--- config.mk ---
export PLATFORM = sky130hd
export DESIGN_NAME = bram_port_arbiter_flat
export DESIGN_NICKNAME = d
export VERILOG_FILES = /design/src/rtl/bram_port_arbiter_if.sv /design/src/rtl/bram_port_arbiter.sv /design/src/flat_wrapper.sv
export SDC_FILE = /design/constraint.sdc
export NUM_CORES = 1
export LEC_CHECK = 0
export ABC_AREA = 0
export CAP_MARGIN = 25
export CELL_PAD_IN_SITES_DETAIL_PLACEMENT = 1
export CELL_PAD_IN_SITES_GLOBAL_PLACEMENT = 2
export CORE_ASPECT_RATIO = 1.25
export CORE_MARGIN = 2
export CORE_UTILIZATION = 13
export DETAILED_ROUTE_END_ITERATION = 12
export GPL_TIMING_DRIVEN = 0
export HOLD_SLACK_MARGIN = 0.05
export PLACE_DENSITY_LB_ADDON = 0.1
export SYNTH_ARGS = -nofsm -noshare
export SYNTH_HDL_FRONTEND = slang
export SYNTH_SLANG_ARGS = --single-unit
--- constraint.sdc ---
create_clock -name clk -period 2.2 [get_ports clk]
set_input_delay 0.33 -clock clk [delete_from_list [all_inputs] [get_ports clk]]
set_output_delay 0.33 -clock clk [all_outputs]
set_load 0.05 [all_outputs]
--- src/rtl/bram_port_arbiter_if.sv ---
// One requester's side of the shared BRAM port: burst request, memory access and grant/response.
interface bram_port_arbiter_if #(
  parameter int unsigned DWIDTH = 32,
  parameter int unsigned AWIDTH = 12
);
  localparam int unsigned LW = AWIDTH + 1;

  logic              req;
  logic [LW-1:0]     len;
  logic [AWIDTH-1:0] addr;
  logic              ce;
  logic              we;
  logic [DWIDTH-1:0] d;
  logic              gnt;
  logic [DWIDTH-1:0] q;
  logic              q_valid;
  logic              done;

  modport master (
    output req, len, addr, ce, we, d,
    input  gnt, q, q_valid, done
  );

  modport slave (
    input  req, len, addr, ce, we, d,
    output gnt, q, q_valid, done
  );
endinterface

--- src/rtl/bram_port_arbiter.sv ---
// Round-robin arbiter giving two requesters exclusive burst access to BRAM port A,
// with beat counting, abort handling and a one-cycle read-latency drain.
module bram_port_arbiter #(
  parameter int unsigned DWIDTH   = 32,
  parameter int unsigned AWIDTH   = 12,
  parameter int unsigned MEM_SIZE = 4096
) (
  input  logic                 clk,
  input  logic                 reset_n,
  bram_port_arbiter_if.slave   r0,
  bram_port_arbiter_if.slave   r1,
  output logic [AWIDTH-1:0]    addr,
  output logic                 ce,
  output logic                 we,
  output logic [DWIDTH-1:0]    d,
  input  logic [DWIDTH-1:0]    q,
  output logic                 o_busy
);

  localparam int unsigned LW = AWIDTH + 1;
  localparam logic [LW-1:0] MAX_LEN = LW'(MEM_SIZE);

  typedef enum logic [1:0] {S_IDLE, S_GRANT0, S_GRANT1, S_DRAIN} state_t;

  state_t        r_state, w_next;
  logic [LW-1:0] r_cnt, w_cnt_nxt;
  logic          r_last, w_last_nxt;
  logic [1:0]    r_gnt, w_gnt_nxt;
  logic [1:0]    r_qv, w_qv_nxt;
  logic [1:0]    r_done, w_done_nxt;
  logic          r_busy;

  logic              w_grant, w_sel, w_req, w_ce, w_we, w_live, w_beat;
  logic [AWIDTH-1:0] w_addr;
  logic [DWIDTH-1:0] w_d;
  logic [LW-1:0]     w_len0, w_len1;

  // Requester mux: only the owner's signals ever reach the BRAM
  assign w_grant = (r_state == S_GRANT0) || (r_state == S_GRANT1);
  assign w_sel   = (r_state == S_GRANT1);
  assign w_req   = w_sel ? r1.req  : r0.req;
  assign w_ce    = w_sel ? r1.ce   : r0.ce;
  assign w_we    = w_sel ? r1.we   : r0.we;
  assign w_addr  = w_sel ? r1.addr : r0.addr;
  assign w_d     = w_sel ? r1.d    : r0.d;

  // Live: owner still requesting with beats remaining; zero-length and abort cycles are dead
  assign w_live = w_grant && w_req && (r_cnt != '0);
  assign w_beat = w_live && w_ce;

  // Oversized lengths saturate at the memory depth
  assign w_len0 = (r0.len > MAX_LEN) ? MAX_LEN : r0.len;
  assign w_len1 = (r1.len > MAX_LEN) ? MAX_LEN : r1.len;

  assign addr = w_grant ? w_addr : '0;
  assign d    = w_grant ? w_d    : '0;
  assign ce   = w_beat;
  assign we   = w_beat && w_we;

  always_ff @(posedge clk or negedge reset_n) begin
    if (!reset_n) begin
      r_state <= S_IDLE;
      r_cnt   <= '0;
      r_last  <= 1'b1;
      r_gnt   <= '0;
      r_qv    <= '0;
      r_done  <= '0;
      r_busy  <= 1'b0;
    end else begin
      r_state <= w_next;
      r_cnt   <= w_cnt_nxt;
      r_last  <= w_last_nxt;
      r_gnt   <= w_gnt_nxt;
      r_qv    <= w_qv_nxt;
      r_done  <= w_done_nxt;
      r_busy  <= (w_next != S_IDLE);
    end
  end

  always_comb begin
    w_next     = r_state;
    w_cnt_nxt  = r_cnt;
    w_last_nxt = r_last;
    w_gnt_nxt  = '0;
    w_qv_nxt   = '0;
    w_done_nxt = '0;
    unique case (r_state)
      S_IDLE: begin
        // Tie goes to whichever requester was not served last
        if (r0.req && (!r1.req || r_last)) begin
          w_next       = S_GRANT0;
          w_cnt_nxt    = w_len0;
          w_last_nxt   = 1'b0;
          w_gnt_nxt[0] = 1'b1;
        end else if (r1.req) begin
          w_next       = S_GRANT1;
          w_cnt_nxt    = w_len1;
          w_last_nxt   = 1'b1;
          w_gnt_nxt[1] = 1'b1;
        end
      end
      S_GRANT0, S_GRANT1: begin
        if (w_beat) begin
          w_cnt_nxt = r_cnt - LW'(1);
        end
        w_qv_nxt[w_sel] = w_beat && !w_we;
        if (!w_live || (w_beat && (r_cnt == LW'(1)))) begin
          w_next            = S_DRAIN;
          w_done_nxt[w_sel] = 1'b1;
        end else begin
          w_gnt_nxt[w_sel] = 1'b1;
        end
      end
      S_DRAIN: begin
        w_next = S_IDLE;
      end
      default: begin
        w_next = S_IDLE;
      end
    endcase
  end

  assign r0.gnt     = r_gnt[0];
  assign r1.gnt     = r_gnt[1];
  assign r0.q       = q;
  assign r1.q       = q;
  assign r0.q_valid = r_qv[0];
  assign r1.q_valid = r_qv[1];
  assign r0.done    = r_done[0];
  assign r1.done    = r_done[1];
  assign o_busy     = r_busy;

endmodule

--- src/flat_wrapper.sv ---
// flat-port wrapper written by rule: the top's interface ports become plain ports
module bram_port_arbiter_flat 
#(
  parameter int unsigned DWIDTH   = 32,
  parameter int unsigned AWIDTH   = 12,
  parameter int unsigned MEM_SIZE = 4096
)
  (clk, reset_n, addr, ce, we, d, q, o_busy, r0_req, r0_len, r0_addr, r0_ce, r0_we, r0_d, r0_gnt, r0_q, r0_q_valid, r0_done, r1_req, r1_len, r1_addr, r1_ce, r1_we, r1_d, r1_gnt, r1_q, r1_q_valid, r1_done);
  bram_port_arbiter_if #(.DWIDTH(DWIDTH), .AWIDTH(AWIDTH)) r0_i ();
  bram_port_arbiter_if #(.DWIDTH(DWIDTH), .AWIDTH(AWIDTH)) r1_i ();
  input  logic clk;
  input  logic reset_n;
  output logic [AWIDTH-1:0] addr;
  output logic ce;
  output logic we;
  output logic [DWIDTH-1:0] d;
  input  logic [DWIDTH-1:0] q;
  output logic o_busy;
  input wire logic [$bits(r0_i.req)-1:0] r0_req;
  input wire logic [$bits(r0_i.len)-1:0] r0_len;
  input wire logic [$bits(r0_i.addr)-1:0] r0_addr;
  input wire logic [$bits(r0_i.ce)-1:0] r0_ce;
  input wire logic [$bits(r0_i.we)-1:0] r0_we;
  input wire logic [$bits(r0_i.d)-1:0] r0_d;
  output wire logic [$bits(r0_i.gnt)-1:0] r0_gnt;
  output wire logic [$bits(r0_i.q)-1:0] r0_q;
  output wire logic [$bits(r0_i.q_valid)-1:0] r0_q_valid;
  output wire logic [$bits(r0_i.done)-1:0] r0_done;
  input wire logic [$bits(r1_i.req)-1:0] r1_req;
  input wire logic [$bits(r1_i.len)-1:0] r1_len;
  input wire logic [$bits(r1_i.addr)-1:0] r1_addr;
  input wire logic [$bits(r1_i.ce)-1:0] r1_ce;
  input wire logic [$bits(r1_i.we)-1:0] r1_we;
  input wire logic [$bits(r1_i.d)-1:0] r1_d;
  output wire logic [$bits(r1_i.gnt)-1:0] r1_gnt;
  output wire logic [$bits(r1_i.q)-1:0] r1_q;
  output wire logic [$bits(r1_i.q_valid)-1:0] r1_q_valid;
  output wire logic [$bits(r1_i.done)-1:0] r1_done;
  assign r0_i.req = r0_req;
  assign r0_i.len = r0_len;
  assign r0_i.addr = r0_addr;
  assign r0_i.ce = r0_ce;
  assign r0_i.we = r0_we;
  assign r0_i.d = r0_d;
  assign r0_gnt = r0_i.gnt;
  assign r0_q = r0_i.q;
  assign r0_q_valid = r0_i.q_valid;
  assign r0_done = r0_i.done;
  assign r1_i.req = r1_req;
  assign r1_i.len = r1_len;
  assign r1_i.addr = r1_addr;
  assign r1_i.ce = r1_ce;
  assign r1_i.we = r1_we;
  assign r1_i.d = r1_d;
  assign r1_gnt = r1_i.gnt;
  assign r1_q = r1_i.q;
  assign r1_q_valid = r1_i.q_valid;
  assign r1_done = r1_i.done;
  bram_port_arbiter #(.DWIDTH(DWIDTH), .AWIDTH(AWIDTH), .MEM_SIZE(MEM_SIZE)) u_core (.clk(clk), .reset_n(reset_n), .r0(r0_i), .r1(r1_i), .addr(addr), .ce(ce), .we(we), .d(d), .q(q), .o_busy(o_busy));
endmodule
Word-level counts from Yosys, hierarchy flattened
Cells that the tools add are included.
Widths: inputs -> output; s select.
{"block": "totals", "reg_bits": 23, "output_inout_bits": 117, "wordCells": 70}
{"block": "classes", "eq_ne": 6, "n_addsub": 1, "bitwise": 1, "reduce_logical": 22, "muxes": 29, "magnitude_cmp": 4}
{"op": "$mux 13", "n": 5}
{"op": "$mux 32", "n": 2}
{"op": "$gt 13x13->1 const B", "n": 2}
{"op": "$pmux 13 s2", "n": 1}
{"op": "$mux 12", "n": 2}
{"op": "$mux 2", "n": 7}
{"op": "$eq 13x1->1 const B", "n": 1}
{"op": "$reduce_bool 13->1", "n": 1}
{"op": "$sub 13x1->13 const B", "n": 1}
{"op": "$mux 1", "n": 9}
{"op": "$logic_and 1x1->1", "n": 8}
{"op": "$pmux 2 s3", "n": 1}
{"op": "$reduce_bool 2->1", "n": 3}
{"op": "$eq 2x2->1 const B", "n": 2}
{"op": "$pmux 2 s2", "n": 1}
{"op": "$logic_not 1->1", "n": 3}
{"op": "$logic_or 1x1->1", "n": 3}
{"op": "$ne 3x2->1 const B", "n": 1}
{"op": "$reduce_and 3->1", "n": 1}
{"op": "$and 2x2->2", "n": 1}
{"op": "$eq 2x1->1 const B", "n": 1}
{"op": "$logic_not 2->1", "n": 1}
{"op": "$lt 1x2->1 const B", "n": 1}
{"op": "$ne 2x1->1 const B", "n": 1}
{"op": "4 further kinds", "n": 4}

Longest topological paths before layout
Gate-level depths: netlist of run 1.
{"block": "depth", "depth_word": 10, "ltp_mapped": 10, "ltp_nobuf": 7}

Worst setup path after synthesis of run 1
Ideal clock, no wire load.
{"block": "synth_timing", "path_type": "flip-flop to output port", "startpoint": "reg u_core.r_state[0]", "endpoint": "out addr[10]", "path_slack_ns": -0.493, "path_buffers": 3, "stages_incl_launch_ff": 8, "arrival_time_ns": 2.363, "cell_sequence": "dfrtp_1 -> inv_1 -> ha_1 -> clkbuf_1 -> buf_2 -> buf_1 -> mux2i_1 -> nor2_1"}
{"block": "synth_between", "elab_chain_len": 3}
{"item": "start: declaration", "line": "bram_port_arbiter.sv:25", "source": "state_t r_state, w_next;"}
{"item": "start signal: assignment", "line": "bram_port_arbiter.sv:70", "source": "r_state <= w_next;"}
{"item": "$eq 2x2->1 / $eq 2x1->1 (equally long branches)", "line": "bram_port_arbiter.sv:39, bram_port_arbiter.sv:40"}
{"item": "$mux 12 / $logic_or 1x1->1 (equally long branches)", "line": "bram_port_arbiter.sv:44, bram_port_arbiter.sv:39"}
{"item": "$mux 12 *", "line": "bram_port_arbiter.sv:55", "source": "assign addr = w_grant ? w_addr : '0;"}
{"item": "end: declaration", "line": "flat_wrapper.sv:13", "source": "output logic [AWIDTH-1:0] addr;"}
Mark *: on every way between the ends. The rest lies on a longest branch, timed or not.

Worst setup path in the final report of run 1
{"block": "layout_timing", "startpoint": "reg u_core.r_cnt[8]", "endpoint": "out we"}
{"block": "layout_between", "elab_chain_len": 4}
{"item": "start: declaration", "line": "bram_port_arbiter.sv:26", "source": "logic [LW-1:0] r_cnt, w_cnt_nxt;"}
{"item": "start signal: assignment", "line": "bram_port_arbiter.sv:71", "source": "r_cnt <= w_cnt_nxt;"}
{"item": "$reduce_bool 13->1", "line": "bram_port_arbiter.sv:48", "source": "assign w_live = w_grant && w_req && (r_cnt != '0);"}
{"item": "$logic_and 1x1->1", "line": "bram_port_arbiter.sv:48"}
{"item": "$logic_and 1x1->1", "line": "bram_port_arbiter.sv:49", "source": "assign w_beat = w_live && w_ce;"}
{"item": "$logic_and 1x1->1", "line": "bram_port_arbiter.sv:58", "source": "assign we = w_beat && w_we;"}
{"item": "end: declaration", "line": "flat_wrapper.sv:15", "source": "output logic we;"}
No other way between the ends.

==> results by group, run 1 <==
STA
  – Count of final setup violators: 2
  – Max Slew Vio Count: 0
  – Final TNS setup: -36.92 ps
  – Final WS setup: -18.49 ps
  – RSZ-0062 raised after global routing: yes
  – Worst Skew: 4.295 ps
  – Clock period minus worst slack: 2218 ps
  – Slew at the pin closest to its max-slew limit: 693.1 ps
  – Tcrit/Tclk final: 100.8%
  – FMAX: 450.8 MHz
  – Final hold violations: 0
  – Slew HR: 53.37%

Layout
  – Layout fillers: 2417
  – Area grow syn2layout: 126.6%
  – Nets: 770
  – Finished Cell Area: 6312 um2
  – Ant diodes: 0
  – Multi-input gate area: 1993 um2
  – Share of cells above drive strength 1: 39.18%
  – Util after Layout: 30.21%
  – Reg area: 580.6 um2

GRT
  – M3 GR Usage: 6.116%
  – Number of global-route vias before repair: 3956
  – Gr busiest metal: met2
  – M1 GR Usage: 13.61%
  – Gr usage total: 14.01%
  – First-pass GRT wire length: 24.09 mm
  – Initial antenna violation count: 0
  – GRT overflow: 0
  – Pin count of the biggest net entering global routing: 17
  – GRT met2 Usage: 27.10%

Floorplan
  – Row Count: 59
  – Core Area: 20890 um2
  – Die X: 134.9 um
  – Die area: 22620 um2
  – Die Y: 167.6 um
  – Initial Utilization: 13.33%
  – IO Pins: 271

Synthesis
  – Synth Instances: 346
  – Top post-synthesis cells by area: dfrtp_1 20%, buf_4 18%, mux2i_1 17%
  – Synth Register Bits: 23
  – YS warnings: 0
  – Post-synth top flop: dfrtp_1
  – Share of Yosys cell area claimed by the top area cell type: 19.77%
  – Async set-or-reset flop fraction in the synthesized netlist: 100.0%
  – Number of distinct library cells after synthesis: 56
  – Post-synth top area cell: dfrtp_1
  – Sequential share of the synthesized area: 20.71%
  – Synth Net Count: 505
  – Syn Std Cell Area: 2785 um2
  – Count leader, synth: buf_4
  – Avg Inst Size Synth: 8.050 um2
  – Top post-synthesis cells by count: 65 x buf_4, 55 x nor2_1, 47 x mux2i_1
  – EDFF count, synth: 0

Critical path
  – CP Buf/Inv Count: 2
  – CP Launch Type: flip-flop
  – Critical-path top delay cell: or4_4
  – CP Data Required Time: 1870 ps
  – Worst Setup Path Type: reg2out
  – Critical path, cell by cell: or4_4 > nor4_4 > buf_6 > nor3_4 > buf_6
  – CP delay by family, top: simple AND/OR/NAND/NOR gates
  – Cell repeated most along the worst path: buf_6
  – Arr. time, crit path: 1890 ps
  – Worst path max stage delay: 580 ps
  – Critical Path End Type: output pin
  – CP max FO: 4

Route
  – Antenna Violating Nets Remaining: 0
  – DR WL/cell: 18.84 um
  – DR vias/cell: 4.018
  – DR vias: 3552
  – Starting DRT DRC Count: 61
  – DRT Pass-1 Iters: 4
  – Residual DRC count: 0
  – WL final: 16.65 mm

Clocking
  – Worst skew pair latency: 270 ps
  – Root Buffer: clkbuf_16
  – TritonCTS buffer count: 3
  – # hold bufs at CTS: 0
  – CTS tree: built
  – H-tree Lvls: 1
  – CTS sink count: 23
  – CTS clk-pin slew, worst paths: 70 ps
  – Max clock buf depth: 2

Outcome
  – Failing checks: negative setup slack
  – Status: finished, violations left

Power
  – Leak: 2.523 nW
  – Final Power: 0.009686 W
  – Worst vdd ir: 672.7 uV
  – P per Cell Area: 1534 nW/um2

Placed design
  – Number of port buffers: 237
  – Post-Place Worst Slack: -1241 ps
  – RD Place Congestion: 0.7453
  – HPWL Detailed: 13.92 mm
  – Placed Area: 5680 um2

Job
  – Number of max-cap violations: 0

Min path
  – Worst Hold Class: in2async
## cell type report
| type | count | share of cell area, % |
|---|---|---|
| Tap cell | 274 | 5.431 |
| Timing Repair Buffer | 262 | 40.59 |
| Inverter | 9 | 0.5352 |
| Multi-Input combinational cell | 229 | 31.58 |
| Clock inverter | 1 | 0.07929 |
| Buffer | 83 | 11.40 |
| Clock buffer | 3 | 1.189 |
| Sequential cell | 23 | 9.197 |
## cells by family after synthesis
group | share of synthesized area, %
adder cells (fa/ha/maj) | 2.246
AND/OR/NAND/NOR | 22.37
flip-flops | 20.71
multiplexers | 17.30
AO/OA/AOI/OAI | 15.63
buffers and inverters | 21.74
## layer usage
layer	part of all wire, %	vias to the layer above
li1	-	1693
met1	33	1687
met2	55	164
met3	11	8
met4	0.97	0
met5	0	-
## registers in the layout, indices dropped and copies added (netlist names)
register / count
u_core.r_cnt: 13
u_core.r_done: 2
u_core.r_gnt: 2
u_core.r_qv: 2
u_core.r_state: 2
u_core.o_busy: 1
u_core.r_last: 1
## cell usage in the layout, fill, tap and decap left out, drive strengths merged, types with 2 or more instances in the layout
cell type,Yosys,final
a21oi,11,11
a221o,3,3
a2bb2oi,2,2
a311oi,5,5
a31oi,6,6
a41oi,2,2
and3,5,5
and3b,2,2
and4b,4,4
buf,72,144
clkbuf,13,13
clkdlybuf4s50,0,191
dfrtp,22,22
ha,5,5
inv,9,9
mux2i,47,47
nand2,16,16
nand3,3,3
nand4,3,3
nor2,55,55
nor2b,4,4
nor3,3,3
nor3b,2,2
nor4,7,7
nor4b,2,2
o211ai,2,2
o21a,2,2
o21ai,11,11
o22a,4,4
o31ai,3,3
or2,2,2
or3,3,3
or4,3,3
## repair_timing
action                     4_1_cts  5_1_grt
gates resized for setup        338       53
pin swaps                        6        5
gates cloned                     0        1
setup endpoints to repair       65       60
setup buffers                   16        7
## power by group
part / total, W / switching, W / internal (W)
combinational: 0.00842 / 0.00506 / 0.00335
clock: 0.000430 / 0.000184 / 0.000246
sequential: 0.000840 / 0.000199 / 0.000640
## through the flow
stage                     cells  hold slack, ps
after CTS                   877           423.9
after detailed placement    858           523.7
after global routing        884           432.1
final                       884           399.2
after global placement      857           512.2
after floorplan             346           34.41
## path summary, 6_finish.rpt
| check | from | end | slack (ps) | cells after the start |
|---|---|---|---|---|
| max | u_core.r_cnt[8]$_DFFE_PN0P_ | we | -20 | 5 |
| max reg2reg | u_core.r_state[0]$_DFF_PN0_ | u_core.r_gnt[0]$_DFF_PN0_ | 70 | 9 |
| min in group clk | r1_req | u_core.r_last$_DFFE_PN1P_ | 530 | 3 |
| min reg2reg | u_core.r_cnt[7]$_DFFE_PN0P_ | u_core.r_cnt[7]$_DFFE_PN0P_ | 540 | 1 |
| min | reset_n | u_core.r_done[0]$_DFF_PN0_ | 400 | 1 |
| max in group asynchronous | reset_n | u_core.r_last$_DFFE_PN1P_ | 1220 | 2 |
## worst register-to-register path, stage by stage, from the launching register on
cell	delay (ps)
dfrtp_1	410
inv_2	120
ha_4	180
buf_12	110
buf_4	90
mux2_2	350
a21oi_4	170
o31ai_4	130
or3_4	360
a21oi_2	140
Note: power is estimated with default switching activity, not from simulation.
==> run 2, diff against run 1 <==
Settings changed: HOLD_SLACK_MARGIN 0.05 to 0.03.
==> results of run 2 <==
Same layout as run 1: the final DEF is identical, and so are final timing and power.
==> run 3, diff against run 2 <==
Settings changed: MAX_ROUTING_LAYER set to met4.
==> run 3 against run 2 <==
Effect of this change:
- the flow still finishes with violations (negative setup slack)
- first-iteration DRC count grew 23%
- sequential power about the same
- non-clock buffer count did not move
- power fell by 0.69%
- worst hold slack better by 5.9 ps
- clock power about the same
- fmax is essentially flat
- register-to-register slack barely moved
==> results by group, run 3 (synthesis results as in run 1) <==
Floorplan
  – Die X: 134.9 um
  – Die Y: 167.6 um
  – Row Count: 59
  – Initial Utilization: 13.33%
  – Core Area: 20890 um2
  – IO Pins: 271
  – Die area: 22620 um2

Layout
  – Commonest cells after routing, fill and taps aside: 191 x clkdlybuf4s50_1, 114 x buf_4, 31 x mux2i_1
  – Commonest non-fill, non-tap cell in the layout: clkdlybuf4s50_1
  – Biggest register: u_core.r_cnt
  – Share of cells above drive strength 1: 39.51%
  – Ant diodes: 0
  – Area grow syn2layout: 125.5%
  – Max reg flops: 13
  – Nets: 770

Critical path
  – CP max FO: 4
  – CP Launch Type: flip-flop
  – Worst Setup Path Type: reg2out
  – Arr. time, crit path: 1890 ps
  – Critical Path End Type: output pin
  – CP Data Required Time: 1870 ps
  – Reg2Reg Setup Slack: 70 ps
  – Worst-case reg-to-reg path depth: 9
  – RR Startpoint: u_core.r_state[0]$_DFF_PN0_
  – Reg2reg end: u_core.r_gnt[0]$_DFF_PN0_

Route
  – DR vias/cell: 4.031
  – DR WL/cell: 18.80 um
  – Antenna Violating Nets Remaining: 0
  – Starting DRT DRC Count: 75
  – Residual DRC count: 0
  – DRT Pass-1 Iters: 4
  – DR vias: 3563
  – WL final: 16.62 mm

Job
  – Number of max-cap violations: 0

GRT
  – GRT overflow: 0
  – Gr usage total: 14.42%
  – First-pass GRT wire length: 23.91 mm
  – Number of global-route vias before repair: 3994
  – Pin count of the biggest net entering global routing: 17
  – Initial antenna violation count: 0

Power
  – P per Cell Area: 1532 nW/um2
  – Worst vdd ir: 652.9 uV
  – Final Power: 0.009620 W
  – Leak: 2.515 nW

STA
  – Worst Skew: 4.614 ps
  – Hold Slack: 405.2 ps
  – Slew HR: 58.03%
  – FMAX: 451.1 MHz
  – Slew at the pin closest to its max-slew limit: 623.8 ps
  – Count of final setup violators: 2
  – Tcrit/Tclk final: 100.8%
  – Final WS setup: -16.81 ps
  – Final TNS setup: -32.89 ps
  – RSZ-0062 raised after global routing: yes
  – Max Slew Vio Count: 0
  – Final hold violations: 0
  – Clock period minus worst slack: 2217 ps

Clocking
  – CTS tree: built
  – H-tree Lvls: 1
  – CTS clk-pin slew, worst paths: 70 ps
  – CTS sink count: 23
  – # hold bufs at CTS: 0
  – TritonCTS buffer count: 3
  – Root Buffer: clkbuf_16
  – Max clock buf depth: 2
  – Worst skew pair latency: 270 ps

Outcome
  – Status: finished, violations left
  – Failing checks: negative setup slack

Placed design
  – HPWL Detailed: 13.92 mm
  – Number of port buffers: 237
  – RD Place Congestion: 0.7548

Min path
  – Worst Hold Class: in2async
==> run 3: cell count changes in the layout (fill, tap and decap cells not counted) <==
cell	change
buf_4	+9
buf_6	-9
buf_8	+1
clkbuf_8	-1
inv_2	-1
inv_4	+1
mux2i_1	-2
mux2i_2	+3
mux2i_4	-1
==> run 3: routing by layer <==
metal	vias up	track usage, %	routed length (um)	share of wire [%]
met2	167	26.90	8992	54
met4	0	2.700	214	1.3
met5	-	-	0	0
met1	1691	13.42	5492	33
met3	12	6.691	1917	12
li1	1693	-	-	-
==> run 3: layout make-up <==
cell class | count | area [um2]
buffer | 83 | 720.7
clock buffer | 3 | 75.07
inverter | 9 | 36.28
fill | 2420 | 14610
tap | 274 | 342.8
multi-input combinational | 229 | 1992
timing repair buffer | 262 | 2529
clock inverter | 1 | 5.005
sequential | 23 | 580.6
==> run 3: timing repair <==
item	CTS	global route
gates cloned	0	1
setup buffers	16	7
pin swaps	6	5
setup endpoints to repair	65	60
resized for setup	338	47
==> run 3: report_power, final <==
part           internal (W)  switching, W
Sequential         0.000641      0.000200
Combinational       0.00330       0.00505
Clock              0.000246      0.000182
Total               0.00419       0.00543
==> run 3: worst max path at each step <==
stage	to	depth (start not counted)	from	slack, ps
after detailed placement	d[22]	7	u_core.r_state[1]$_DFF_PN0_	-1240
after global routing	ce	5	u_core.r_cnt[8]$_DFFE_PN0P_	-60
after floorplan	addr[0]	6	u_core.r_state[0]$_DFF_PN0_	-60
after CTS	ce	7	u_core.r_cnt[1]$_DFFE_PN0P_	-70
final	we	5	u_core.r_cnt[8]$_DFFE_PN0P_	-20
after global placement	d[22]	7	u_core.r_state[1]$_DFF_PN0_	-1250
==> run 3: worst max-delay path, stage by stage (launching register included) <==
cell and delay [ps]:
dfrtp_1 390, or4_4 580, nor4_4 280, buf_6 160
nor3_4 40, buf_6 160
==> run 3: metrics by stage <==
stage | utilization (%) | instances | setup WS [ps] | cell area (um2)
6_report | 30.07 | 884 | -16.81 | 6281
5_1_grt | 30.07 | 884 | -61.52 | 6281
4_1_cts | 29.05 | 877 | -67.25 | 6068
3_5_place_dp | 27.19 | 858 | -1241 | 5680
3_3_place_gp | 27.12 | 857 | -1250 | 5665
2_1_floorplan | - | 346 | -60.38 | 2950
